===== config.mk =====
export PLATFORM = sky130hd
export DESIGN_NAME = rgen_command_initiator
export DESIGN_NICKNAME = d
export VERILOG_FILES = /design/src/rtl/rgen_pkg.sv /design/src/rtl/rgen_command_initiator.sv
export SDC_FILE = /design/constraint.sdc
export NUM_CORES = 1
export LEC_CHECK = 0
export BUFFER_PORTS_ARGS = -buffer_cell sky130_fd_sc_hd__buf_2
export CORE_MARGIN = 2
export CORE_UTILIZATION = 46
export CTS_CLUSTER_DIAMETER = 100
export DETAILED_ROUTE_END_ITERATION = 10
export PLACE_DENSITY_LB_ADDON = 0.05
export SYNTH_ARGS = -nofsm -noshare
export SYNTH_HDL_FRONTEND = slang
export SYNTH_SLANG_ARGS = --single-unit

===== constraint.sdc =====
create_clock -name clk -period 1.8 [get_ports clk]
set_input_delay 0.36 -clock clk [delete_from_list [all_inputs] [get_ports clk]]
set_output_delay 0.36 -clock clk [all_outputs]
set_load 0.02 [all_outputs]

===== src/rtl/rgen_pkg.sv =====
// Shared types for the register-block command/response protocol.
package rgen_pkg;

  // Response status returned to the host.
  typedef enum logic [1:0] {
    RGEN_STATUS_OKAY         = 2'b00,
    RGEN_STATUS_SLAVE_ERROR  = 2'b01,
    RGEN_STATUS_EXOKAY       = 2'b10,
    RGEN_STATUS_TIMEOUT      = 2'b11
  } rgen_status_t;

  // Command initiator sequencing states.
  typedef enum logic [1:0] {
    StIdle,
    StCommand,
    StResponse
  } initiator_state_t;

endpackage


===== src/rtl/rgen_command_initiator.sv =====
// Host-side initiator: accepts one host request, issues one command to the register
// block, waits for its one-cycle response pulse and returns data/status to the host.
// Optional: define RGEN_INITIATOR_TIMEOUT_EN to force a timeout response after
// TIMEOUT_CYCLES cycles in the command state.
module rgen_command_initiator
  import rgen_pkg::*;
#(
  parameter int unsigned ADDRESS_WIDTH  = 16,
  parameter int unsigned DATA_WIDTH     = 32,
  parameter int unsigned TIMEOUT_CYCLES = 255
) (
  input  logic                     clk,
  input  logic                     rst_n,
  input  logic                     i_req_valid,
  output logic                     o_req_ready,
  input  logic                     i_req_read,
  input  logic [ADDRESS_WIDTH-1:0] i_req_address,
  input  logic [DATA_WIDTH-1:0]    i_req_write_data,
  output logic                     o_rsp_valid,
  input  logic                     i_rsp_ready,
  output logic [DATA_WIDTH-1:0]    o_rsp_read_data,
  output logic [1:0]               o_rsp_status,
  output logic                     o_command_valid,
  output logic                     o_command_read,
  output logic [ADDRESS_WIDTH-1:0] o_command_address,
  output logic [DATA_WIDTH-1:0]    o_command_write_data,
  input  logic                     i_response_ready,
  input  logic [DATA_WIDTH-1:0]    i_read_data,
  input  logic [1:0]               i_status
);

  if (TIMEOUT_CYCLES < 2) begin : g_timeout_range
    $error("TIMEOUT_CYCLES must be at least 2");
  end

  initiator_state_t state_q;

`ifdef RGEN_INITIATOR_TIMEOUT_EN
  localparam int unsigned CntWidth = $clog2(TIMEOUT_CYCLES + 1);
  localparam logic [CntWidth-1:0] CntLast = CntWidth'(TIMEOUT_CYCLES - 1);
  logic [CntWidth-1:0] cnt_q;
`endif

  // Sequencer with all host and command outputs registered.
  always_ff @(posedge clk or negedge rst_n) begin
    if (!rst_n) begin
      state_q              <= StIdle;
      o_req_ready          <= 1'b1;
      o_rsp_valid          <= 1'b0;
      o_rsp_read_data      <= '0;
      o_rsp_status         <= RGEN_STATUS_OKAY;
      o_command_valid      <= 1'b0;
      o_command_read       <= 1'b0;
      o_command_address    <= '0;
      o_command_write_data <= '0;
`ifdef RGEN_INITIATOR_TIMEOUT_EN
      cnt_q                <= '0;
`endif
    end else begin
      case (state_q)
        StIdle: begin
          if (i_req_valid) begin
            state_q              <= StCommand;
            o_req_ready          <= 1'b0;
            o_command_valid      <= 1'b1;
            o_command_read       <= i_req_read;
            o_command_address    <= i_req_address;
            o_command_write_data <= i_req_write_data;
`ifdef RGEN_INITIATOR_TIMEOUT_EN
            cnt_q                <= '0;
`endif
          end
        end
        StCommand: begin
          // A real response takes priority over a coincident timeout expiry.
          if (i_response_ready) begin
            state_q         <= StResponse;
            o_command_valid <= 1'b0;
            o_command_read  <= 1'b0;
            o_rsp_valid     <= 1'b1;
            o_rsp_status    <= i_status;
            o_rsp_read_data <= o_command_read ? i_read_data : '0;
          end
`ifdef RGEN_INITIATOR_TIMEOUT_EN
          else if (cnt_q == CntLast) begin
            state_q         <= StResponse;
            o_command_valid <= 1'b0;
            o_command_read  <= 1'b0;
            o_rsp_valid     <= 1'b1;
            o_rsp_status    <= RGEN_STATUS_TIMEOUT;
            o_rsp_read_data <= '0;
          end else begin
            cnt_q <= cnt_q + 1'b1;
          end
`endif
        end
        StResponse: begin
          if (i_rsp_ready) begin
            state_q         <= StIdle;
            o_req_ready     <= 1'b1;
            o_rsp_valid     <= 1'b0;
            o_rsp_read_data <= '0;
            o_rsp_status    <= RGEN_STATUS_OKAY;
          end
        end
        default: begin
          state_q     <= StIdle;
          o_req_ready <= 1'b1;
        end
      endcase
    end
  end

endmodule


Word level (Yosys, flattened, before mapping) --
Index checks and enable logic that the tools add are counted. Widths: inputs -> output; s select.
Operators by class: equal/unequal tests 5, mux-type cells 21, bitwise logic cells 1, reductions and logical operators 8
Operators by type and width (number):
- $mux 32 | 3
- $pmux 32 s2 | 1
- $reduce_and 3->1 | 4
- $mux 2 | 4
- $mux 1 | 7
- $ne 2x2->1 const B | 3
- $pmux 1 s2 | 3
- $pmux 2 s3 | 1
- $pmux 2 s2 | 1
- $reduce_bool 2->1 | 2
- $pmux 1 s3 | 1
- $eq 2x1->1 const B | 1
- $eq 2x2->1 const B | 1
- $logic_not 2->1 | 1
- $reduce_and 2->1 | 1
- $not 1->1 | 1
Storage, ports and cells: register bits after elaboration 88, bits of input ports 88, output and inout port bits 86, word-level logic and storage cells 44

Longest topological paths before layout --
Gate-level depths: netlist of run 1.
word-level depth 3, gate-level depth with buffers 5

Worst setup path before layout of run 1 --
No wires, ideal clock.
path kind register to register, start register state_q[1], end register o_rsp_read_data[10], setup time 0.125 ns, arrival 1.328 ns, required time 1.675 ns, slack 0.348 ns, cell stages (with the launch flop) 6, buffers on the path 2, cells stage by stage dfrtp_1 > buf_4 > nand2b_4 > o22ai_4 > buf_6 > mux2_2
Between the ends: cells in the longest elaborated chain, start to end 3
Ends and longest elaborated chain:
- start: declaration | line rgen_command_initiator.sv:36 | initiator_state_t state_q;
- start signal: assignment | line rgen_command_initiator.sv:47 | state_q <= StIdle;
- start signal: assignment | line rgen_command_initiator.sv:63 | state_q <= StCommand;
- start signal: assignment | line rgen_command_initiator.sv:77 | state_q <= StResponse;
- $eq 2x1->1 / $eq 2x2->1 (equally long branches) | line rgen_command_initiator.sv:60 | case (state_q)
- $ne 2x2->1 (no source line) / $reduce_bool 2->1 (equally long branches)
- $reduce_and 3->1 (no source line)
- end signal: assignment | line rgen_command_initiator.sv:82 | o_rsp_read_data <= o_command_read ? i_read_data : '0;
- end: declaration | line rgen_command_initiator.sv:21 | output logic [DATA_WIDTH-1:0] o_rsp_read_data,
Parallel ways exist; a longest one is shown, timed or not. A chain may end at the register's enable or synchronous reset.

Worst setup path after layout of run 1 --
start register o_command_read, end output o_command_read
RTL lines:
- start: declaration | line rgen_command_initiator.sv:24 | output logic o_command_read,
- start signal: assignment | line rgen_command_initiator.sv:66 | o_command_read <= i_req_read;
No word-level cell between the ends.

==> results of run 1 <==
==> worst min-delay path by stage <==
| stage | from | endpoint | slack, ps | cells after the start |
|---|---|---|---|---|
| 2_1_floorplan | rst_n | o_command_address[0] | 60 | 0 |
| 3_3_place_gp | rst_n | o_rsp_read_data[21] | 330 | 1 |
| 3_5_place_dp | rst_n | o_rsp_read_data[19] | 330 | 1 |
| 4_1_cts | i_rsp_ready | state_q[1] | 210 | 2 |
| 5_1_grt | i_req_write_data[5] | o_command_write_data[5] | 230 | 2 |
| 6_report | i_rsp_ready | state_q[1] | 230 | 2 |
==> metrics by stage <==
stage	cell area, um2	utilization [%]
finish	4830	63.15
global route	4830	63.15
CTS	4830	63.15
detailed placement	4633	60.59
global placement	4633	60.59
floorplan	3601	-
==> cell families after synthesis <==
logic type | count (synthesis) | share of synthesized area, %
mux | 80 | 25.02
compound gates | 14 | 2.745
simple gates | 41 | 7.227
buf+inv | 23 | 3.822
flops | 88 | 61.19
==> final cells by class <==
cell class | count | area [um2] | area share, %
flip-flops and latches | 88 | 2203 | 45.62
repair buffers | 188 | 1021 | 21.14
clock inverters | 4 | 45.04 | 0.9326
clock buffers | 11 | 141.4 | 2.927
well taps | 102 | 127.6 | 2.642
multi-input cells | 135 | 1265 | 26.19
inverters | 7 | 26.28 | 0.5440
==> layer usage <==
layer,track usage (%),vias to the layer above,share of wire (%)
met1,23.63,1242,42
met3,4.557,13,8.6
met5,0,-,0
li1,-,1230,-
met2,29.99,103,47
met4,7.960,0,2.2
==> power by group <==
group          internal (mW)  switching, mW  total, mW
registers               2.95          0.521       3.47
clock network          0.666          0.637       1.30
logic                   1.94           2.40       4.34
==> worst reg2reg max path: cells and delay by family (launching register included) <==
family	cells	cell delay [ps]
muxes	1	370
buffers and inverters	1	220
DFF	1	490
and+or+nand+nor	2	420
==> state kept, by name, summed over array words and instances, names as in the netlist <==
register,flops
o_command_write_data,32
o_command_address,16
o_command_valid,1
o_rsp_status,2
o_rsp_valid,1
o_req_ready,1
o_command_read,1
state_q,2
o_rsp_read_data,32
==> placed cells by master, fill, tap and decap left out <==
cell	synthesis	final
dlygate4sd3_1	0	1
nor2b_4	0	1
a21oi_1	3	3
nand2b_1	1	1
o22ai_1	2	2
a2bb2oi_1	1	1
clkbuf_8	0	10
buf_4	3	12
mux2_1	1	1
inv_1	7	7
mux2_2	79	79
bufinv_16	0	1
nor2b_2	2	1
dfrtp_1	87	87
nor2_1	3	3
o22ai_4	1	1
dfstp_2	1	1
nor3_1	1	1
and3_1	32	32
o21ai_0	5	5
nand2_2	1	1
clkbuf_1	6	1
buf_12	0	3
o32ai_1	2	2
nand2b_4	1	1
buf_2	2	172
clkinv_2	0	3
==> flow_metrics.env, run 1 <==
export IMPL_run_status="finished clean"
export IMPL_cp_endpoint="o_command_read"
export IMPL_post_synth_top_count_cell="dfrtp_1"
export IMPL_synth_cell_area_um2=3601
export IMPL_fillers=633
export IMPL_crit_fanout=19
export IMPL_rsz0062_at_grt="false"
export IMPL_critPathMaxStageDelay_ps=680
export IMPL_maxCapViolations=0
export IMPL_drv_slew=0
export IMPL_peakVddDrop_uv=965.4
export IMPL_worst_slack_ps=160.3
export IMPL_post_cts_buffers=0
export IMPL_r2r_cells=4
export IMPL_drtAntennaViolNets=0
export IMPL_regToRegSetupSlack_ps=200
export IMPL_dp_slack_ps=196.0
export IMPL_cts_tree="yes"
export IMPL_start_util_pct=47.09
export IMPL_fin_crit_sh_pct=91.10
export IMPL_hold_viol_final=0
export IMPL_drive_above_1_share_pct=66.05
export IMPL_routabilityCongestion=0.7936
export IMPL_worstSetupEndpointType="primary output"
export IMPL_crit_start="o_command_read"
export IMPL_die_x_um=92.48
export IMPL_finalSetupViolations=0
export IMPL_die_height_um=92.48
export IMPL_htreeDepth=3
export IMPL_vias=2588
export IMPL_min_period_ps=1640
export IMPL_total_power_mw=9.112
export IMPL_ys_warn_count=0
export IMPL_dieArea_um2=8552
export IMPL_synth_seq_cells=88
export IMPL_grt_pass1_vias=2618
export IMPL_clk_latency_ps=340
export IMPL_via_per_inst=4.837
export IMPL_hold_slack_ps=233.8
export IMPL_drt_iter0_markers=31
export IMPL_antenna_found_initial=0
export IMPL_async_flop_share_pct=100.0
export IMPL_crit_path_top_delay_cell="dfrtp_1"
export IMPL_syn2layout_area_growth_pct=34.12
export IMPL_postSynthAreaPerCell_um2=14.64
export IMPL_clock_sinks=88
export IMPL_pwr_density_cell_nw_per_um2=1887
export IMPL_grt_util_all_layers_pct=18.47
export IMPL_place_inst=519
export IMPL_yosysUniqueCellTypes=22
export IMPL_cts_buffer_depth=2
export IMPL_coreArea_um2=7647
export IMPL_reg2reg_to="o_command_address[14]"
export IMPL_ys_flop_type="dfrtp_1"
export IMPL_row_count=32
export IMPL_final_cell_count_no_fill=535
export IMPL_overflow=0
export IMPL_clkSlewWorstSetupHoldPaths_ps=80
export IMPL_setup_worst_path_start_class="flop"
export IMPL_grt_pass1_wl_mm=12.50
export IMPL_firstDrtPassIters=4
export IMPL_finalClockSkew_ps=7.187
export IMPL_worstSetupPathType="flop to primary output"
export IMPL_synth_area_leader_cell="dfrtp_1"
export IMPL_dp_hpwl_mm=5.773
export IMPL_hold_class="input port to flop"
export IMPL_cts_made_buffers=9
export IMPL_timing_critical_path_depth=1
export IMPL_port_buffers=173
export IMPL_relSlewSlack_pct=64.75
export IMPL_arrival_ps=1280
export IMPL_drc=0
export IMPL_worst_pin_slew_ps=528.8
export IMPL_required_ps=1440
export IMPL_ys_seq_area_share_pct=61.19
export IMPL_rr_startpoint="state_q[1]"
export IMPL_tns_ps=0
export IMPL_critPathTopFamily="flip-flops"
export IMPL_root_buffer="clkbuf_8"
export IMPL_synth_edf_count=0
export IMPL_post_cts_resized=0
export IMPL_cts_hold_buf=1
export IMPL_cp_cell_sequence="buf_2"
export IMPL_synthCells=246
export IMPL_max_clock_freq_ghz=0.6099
export IMPL_wl_mm=7.740
export IMPL_synthTopCellsByCount="dfrtp_1 (87), mux2_2 (79), and3_1 (32), inv_1 (7), clkbuf_1 (6)"
export IMPL_leakage_nw=2.603
export IMPL_cp_num_buf_inv=1
export IMPL_grt_max_degree=34
export IMPL_synth_nets=334
export IMPL_ios=174
export IMPL_layout_nets=517
export IMPL_wl_per_cell_um=14.47
export IMPL_synth_top_area_share_pct=60.46
export IMPL_yosys_top_cells_area="dfrtp_1 (60%), mux2_2 (25%), and3_1 (5.6%), buf_6 (1.6%), dfstp_2 (0.73%)"
export IMPL_antenna_cells=0
No activity file was read; power rests on OpenSTA's default activity.
==> run 2, diff against run 1 <==
- ABC_AREA: not set -> 1
- CAP_MARGIN: not set -> 20
- CORE_UTILIZATION: 46 -> 47
==> run 2 against run 1 <==
Against the previous run: global-route usage grew 4.4 points; sequential share of layout area shrank 0.72 points; power shrank 6.3%; area after synthesis grew 4.1%; critical path type is now flop to flop; routed wire length grew 24%; via count grew 37%; highest routed layer unchanged; synthesized cell count grew 87%.
==> flow_metrics.env, run 2 <==
export IMPL_hold_end="state_q[0]"
export IMPL_hold_class="input port to flop"
export IMPL_dieArea_um2=8706
export IMPL_wl_mm=9.559
export IMPL_post_cts_resized=0
export IMPL_async_flop_share_pct=100.0
export IMPL_cts_buffer_depth=2
export IMPL_min_from="i_response_ready"
export IMPL_cts_made_buffers=9
export IMPL_rr_startpoint="state_q[1]"
export IMPL_rsz0062_at_grt="false"
export IMPL_ys_warn_count=0
export IMPL_relSlewSlack_pct=71.10
export IMPL_maxCapViolations=0
export IMPL_post_synth_top_count_cell="nand2_1"
export IMPL_dp_hpwl_mm=6.528
export IMPL_synth_edf_count=0
export IMPL_arrival_ps=1690
export IMPL_hold_viol_final=0
export IMPL_yosysUniqueCellTypes=15
export IMPL_regToRegSetupSlack_ps=380
export IMPL_firstDrtPassIters=4
export IMPL_setup_worst_path_start_class="flop"
export IMPL_critPathMaxStageDelay_ps=450
export IMPL_grt_max_degree=45
export IMPL_synth_top_area_share_pct=58.08
export IMPL_drt_iter0_markers=147
export IMPL_worstSetupEndpointType="flop"
export IMPL_crit_fanout=34
export IMPL_finalInstanceArea_um2=4907
export IMPL_antenna_found_initial=0
export IMPL_ys_seq_area_share_pct=58.78
export IMPL_critPathTopFamily="simple AND/OR/NAND/NOR gates"
export IMPL_yosys_top_cells_area="dfrtp_1 (58%), nand2_1 (21%), nand3_1 (11%), nor2_1 (3.5%), clkbuf_1 (1.9%)"
export IMPL_synth_area_leader_cell="dfrtp_1"
export IMPL_pwr_density_cell_nw_per_um2=1741
export IMPL_required_ps=2080
export IMPL_clock_sinks=88
export IMPL_htreeDepth=3
export IMPL_syn2layout_area_growth_pct=30.91
export IMPL_vias=3543
export IMPL_die_x_um=93.31
export IMPL_postSynthAreaPerCell_um2=8.149
export IMPL_dpl_cell_area_um2=4715
export IMPL_clkSlewWorstSetupHoldPaths_ps=80
export IMPL_max_clock_freq_ghz=0.7059
export IMPL_cp_num_buf_inv=2
export IMPL_final_cell_mix="nand2_1 (208), buf_2 (172), dfrtp_1 (87)"
export IMPL_leakage_nw=2.924
export IMPL_synthTopCellsByCount="nand2_1 (208), dfrtp_1 (87), nand3_1 (86), nor2_1 (35), clkbuf_1 (19)"
export IMPL_grt_pass1_vias=3383
export IMPL_clk_latency_ps=350
export IMPL_drive_above_1_share_pct=33.02
export IMPL_layout_nets=713
export IMPL_min_delay_path_depth=2
export IMPL_final_common_cell="nand2_1"
export IMPL_synthCells=460
export IMPL_drv_slew=0
export IMPL_synth_nets=548
export IMPL_peakVddDrop_uv=950.3
export IMPL_post_cts_buffers=0
export IMPL_worstSetupPathType="flop to flop"
export IMPL_fillers=734
export IMPL_cts_tree="yes"
export IMPL_root_buffer="clkbuf_8"
export IMPL_drc=0
export IMPL_drtAntennaViolNets=0
export IMPL_row_count=32
export IMPL_coreArea_um2=7727
export IMPL_min_period_ps=1417
export IMPL_synth_cell_area_um2=3749
export IMPL_synth_seq_cells=88
export IMPL_start_util_pct=48.51
export IMPL_fin_crit_sh_pct=78.70
export IMPL_run_status="finished clean"
export IMPL_grt_pass1_wl_mm=15.87
export IMPL_crit_path_top_delay_cell="dfrtp_1"
export IMPL_port_buffers=173
export IMPL_routabilityCongestion=0.7675
export IMPL_grt_util_all_layers_pct=22.88
export IMPL_wl_per_cell_um=13.06
export IMPL_reg2reg_to="o_rsp_read_data[31]"
export IMPL_worst_pin_slew_ps=433.6
export IMPL_finalSetupViolations=0
export IMPL_antenna_cells=0
export IMPL_ys_flop_type="dfrtp_1"
export IMPL_r2r_cells=7
export IMPL_reg_largest_list="o_command_write_data (32), o_rsp_read_data (32), o_command_address (16)"
export IMPL_die_height_um=93.31
export IMPL_finalClockSkew_ps=12.29
export IMPL_cp_cell_sequence="inv_2 -> nor2_4 -> nand2_2 -> nand2_2 -> buf_4 -> nand2_1 -> nand2_1"
export IMPL_ios=174
export IMPL_overflow=0
export IMPL_via_per_inst=4.840
export IMPL_tns_ps=0
[run 2: cell type report]
class | count | area (um2) | share of cell area (%)
clock buffer | 11 | 151.4 | 3.085
clock inverter | 5 | 31.28 | 0.6374
inverter | 5 | 18.77 | 0.3825
multi-input combinational | 334 | 1386 | 28.25
sequential | 88 | 2203 | 44.90
tap | 102 | 127.6 | 2.601
timing repair buffer | 187 | 988.4 | 20.14
[run 2: logic make-up (layout without fill, tap and decap cells)]
group | Yosys count | after routing | share of synthesized area, %
AO/OA/AOI/OAI | 1 | 1 | 0.1334
flip-flops | 88 | 88 | 58.78
AND/OR/NAND/NOR | 333 | 333 | 36.65
buffers and inverters | 38 | 208 | 4.439
[run 2: worst max-delay path by stage]
stage / startpoint / to / slack (ps) / depth (start not counted)
detailed placement: state_q[1] / o_rsp_read_data[31] / 410 / 7
CTS: o_req_ready / o_req_ready / 380 / 1
floorplan: o_command_read / o_rsp_read_data[0] / 560 / 6
finish: state_q[1] / o_rsp_read_data[31] / 380 / 7
global placement: i_req_valid / o_command_write_data[29] / 440 / 4
global route: state_q[1] / o_rsp_read_data[31] / 250 / 7
[run 2: what timing repair did]
item | 4_1_cts | 5_1_grt
hold endpoints to repair | 29 | 0
hold buffers | 1 | 0
endpoints found under the setup margin | 0 | 0
[run 2: stage by stage]
stage	hold WS (ps)	setup slack (ps)	total power, mW	utilization [%]	instances
floorplan	64.41	558.9	5.924	-	460
global placement	329.2	438.3	7.282	61.01	715
detailed placement	330.3	408.6	7.371	61.01	715
CTS	218.0	380.6	8.636	63.50	732
global route	229.4	247.2	9.203	63.50	732
finish	228.3	383.5	8.542	63.50	732
[run 2: per-layer routing]
layer	vias up	wire, um	global-route usage [%]
met5	-	0	0
met4	0	123	7.843
met3	8	717	5.721
met2	123	4556	36.51
met1	1640	4162	30.60
li1	1772	-	-
[run 2: power by group]
group | internal (mW) | switching [mW] | leakage, nW
Combinational | 1.28 | 2.74 | 1.71
Clock | 0.573 | 0.681 | 0.0951
Sequential | 2.81 | 0.460 | 1.12
==> run 3, diff against run 2 <==
- clock period: 1.8 -> 1.48 ns (I/O delays scaled with it)
==> run 3 against run 2 <==
Against the previous run: first-iteration DRC count down 8.8%; die area unchanged; core utilization up 1.5 points; flip-flop and latch count unchanged; routed wire length down 0.15%; via count up 0.42%; sequential share of layout area down 0.99 points; count of clock-buffer cells in the layout unchanged; sequential power up 23%; power up 27%; cell count up 0.27%; highest routed layer unchanged.
==> flow_metrics.env, run 3 (synthesis results as in run 2) <==
export IMPL_run_status="finished clean"
export IMPL_drt_iter0_markers=134
export IMPL_die_height_um=93.31
export IMPL_antenna_cells=0
export IMPL_min_period_ps=1363
export IMPL_overflow=0
export IMPL_tns_ps=0
export IMPL_worstSetupEndpointType="primary output"
export IMPL_arrival_ps=1070
export IMPL_htreeDepth=3
export IMPL_clk_latency_ps=350
export IMPL_firstDrtPassIters=4
export IMPL_final_common_cell="nand2_1"
export IMPL_port_buffers=173
export IMPL_crit_fanout=12
export IMPL_post_cts_buffers=0
export IMPL_leakage_nw=2.977
export IMPL_crit_path_top_delay_cell="dfrtp_2"
export IMPL_via_per_inst=4.847
export IMPL_critPathMaxStageDelay_ps=510
export IMPL_rr_startpoint="state_q[1]"
export IMPL_start_util_pct=48.51
export IMPL_pwr_density_cell_nw_per_um2=2161
export IMPL_fin_crit_sh_pct=92.10
export IMPL_hold_class="input port to flop"
export IMPL_setup_worst_path_start_class="flop"
export IMPL_grt_pass1_wl_mm=15.81
export IMPL_wl_mm=9.545
export IMPL_required_ps=1180
export IMPL_wl_per_cell_um=13.00
export IMPL_min_from="i_response_ready"
export IMPL_crit_start="o_command_read"
export IMPL_cts_tree="yes"
export IMPL_grt_util_all_layers_pct=22.79
export IMPL_reg_largest_list="o_command_write_data (32), o_rsp_read_data (32), o_command_address (16)"
export IMPL_cp_num_buf_inv=1
export IMPL_maxCapViolations=0
export IMPL_fillers=710
export IMPL_clkSlewWorstSetupHoldPaths_ps=80
export IMPL_max_clock_freq_ghz=0.7336
export IMPL_drtAntennaViolNets=0
export IMPL_peakVddDrop_uv=977.7
export IMPL_layout_nets=715
export IMPL_syn2layout_area_growth_pct=33.95
export IMPL_row_count=32
export IMPL_die_x_um=93.31
export IMPL_hold_viol_final=0
export IMPL_worst_pin_slew_ps=348.8
export IMPL_clock_sinks=88
export IMPL_dp_hpwl_mm=6.641
export IMPL_drc=0
export IMPL_drive_above_1_share_pct=33.39
export IMPL_finalClockSkew_ps=9.592
export IMPL_routabilityCongestion=0.7747
export IMPL_vias=3558
export IMPL_relSlewSlack_pct=76.75
export IMPL_grt_max_degree=39
export IMPL_finalSetupViolations=0
export IMPL_antenna_found_initial=0
export IMPL_root_buffer="clkbuf_8"
export IMPL_ios=174
export IMPL_final_cell_mix="nand2_1 (208), buf_2 (172), nand3_1 (86), dfrtp_1 (86), nor2_1 (34)"
export IMPL_coreArea_um2=7727
export IMPL_hold_slack_ps=157.7
export IMPL_rsz0062_at_grt="false"
export IMPL_cts_made_buffers=9
export IMPL_grt_pass1_vias=3437
export IMPL_dieArea_um2=8706
export IMPL_critPathTopFamily="flip-flops"
export IMPL_drv_slew=0
export IMPL_worstSetupPathType="flop to primary output"
export IMPL_cp_cell_sequence="buf_2"
export IMPL_cts_buffer_depth=2
run 3: cell count changes in the layout (fill, tap and decap cells not counted), sizes merged:
| cell | before | now |
|---|---|---|
| clkinv | 4 | 3 |
| clkinvlp | 1 | 0 |
| buf | 186 | 188 |
| bufinv | 0 | 2 |
run 3: final timing paths:
path                                   endpoint  slack (ps)  cells after the start
hold reg to reg                     o_req_ready         470                      2
max in group asynchronous  o_command_address[4]         600                      3
setup reg to reg            o_rsp_read_data[15]         190                      7
min in group asynchronous       o_rsp_status[1]         380                      2
hold / removal                       state_q[0]         160                      2
setup / recovery                 o_command_read         120                      1
run 3: repair_timing:
action | CTS | global route
endpoints found under the hold margin | 18 | 0
endpoints found under the setup margin | 1 | 0
resized for setup | 1 | 0
hold buffers | 1 | 0
run 3: through the flow:
stage | utilization (%) | instances | setup slack (ps) | instance area, um2 | power [mW]
2_1_floorplan | - | 460 | 238.9 | 3749 | 7.205
3_3_place_gp | 61.85 | 717 | 222.8 | 4780 | 8.950
3_5_place_dp | 61.85 | 717 | 185.0 | 4780 | 9.067
4_1_cts | 64.98 | 734 | 106.3 | 5021 | 10.96
5_1_grt | 64.98 | 734 | 58.70 | 5021 | 11.67
6_report | 64.98 | 734 | 116.9 | 5021 | 10.85
run 3: area by class of cell:
type                    count  area (um2)  area share, %
multi-input cells         334        1386          27.61
well taps                 102       127.6          2.542
flip-flops and latches     88        2205          43.91
repair buffers            189        1054          20.98
clock buffers              11       151.4          3.015
inverters                   5       18.77         0.3738
clock inverters             5       78.83          1.570
run 3: power by group:
group | switching (mW) | internal [mW] | leakage [nW]
clock | 0.842 | 1.04 | 0.119
combinational | 3.31 | 1.65 | 1.74
sequential | 0.596 | 3.42 | 1.12
total | 4.74 | 6.10 | 2.98
run 3: layer usage:
layer	wire length [um]	global-route usage (%)
met2	4510	37.77
met4	179	8.211
met3	701	5.721
met5	0	0
met1	4153	29.05
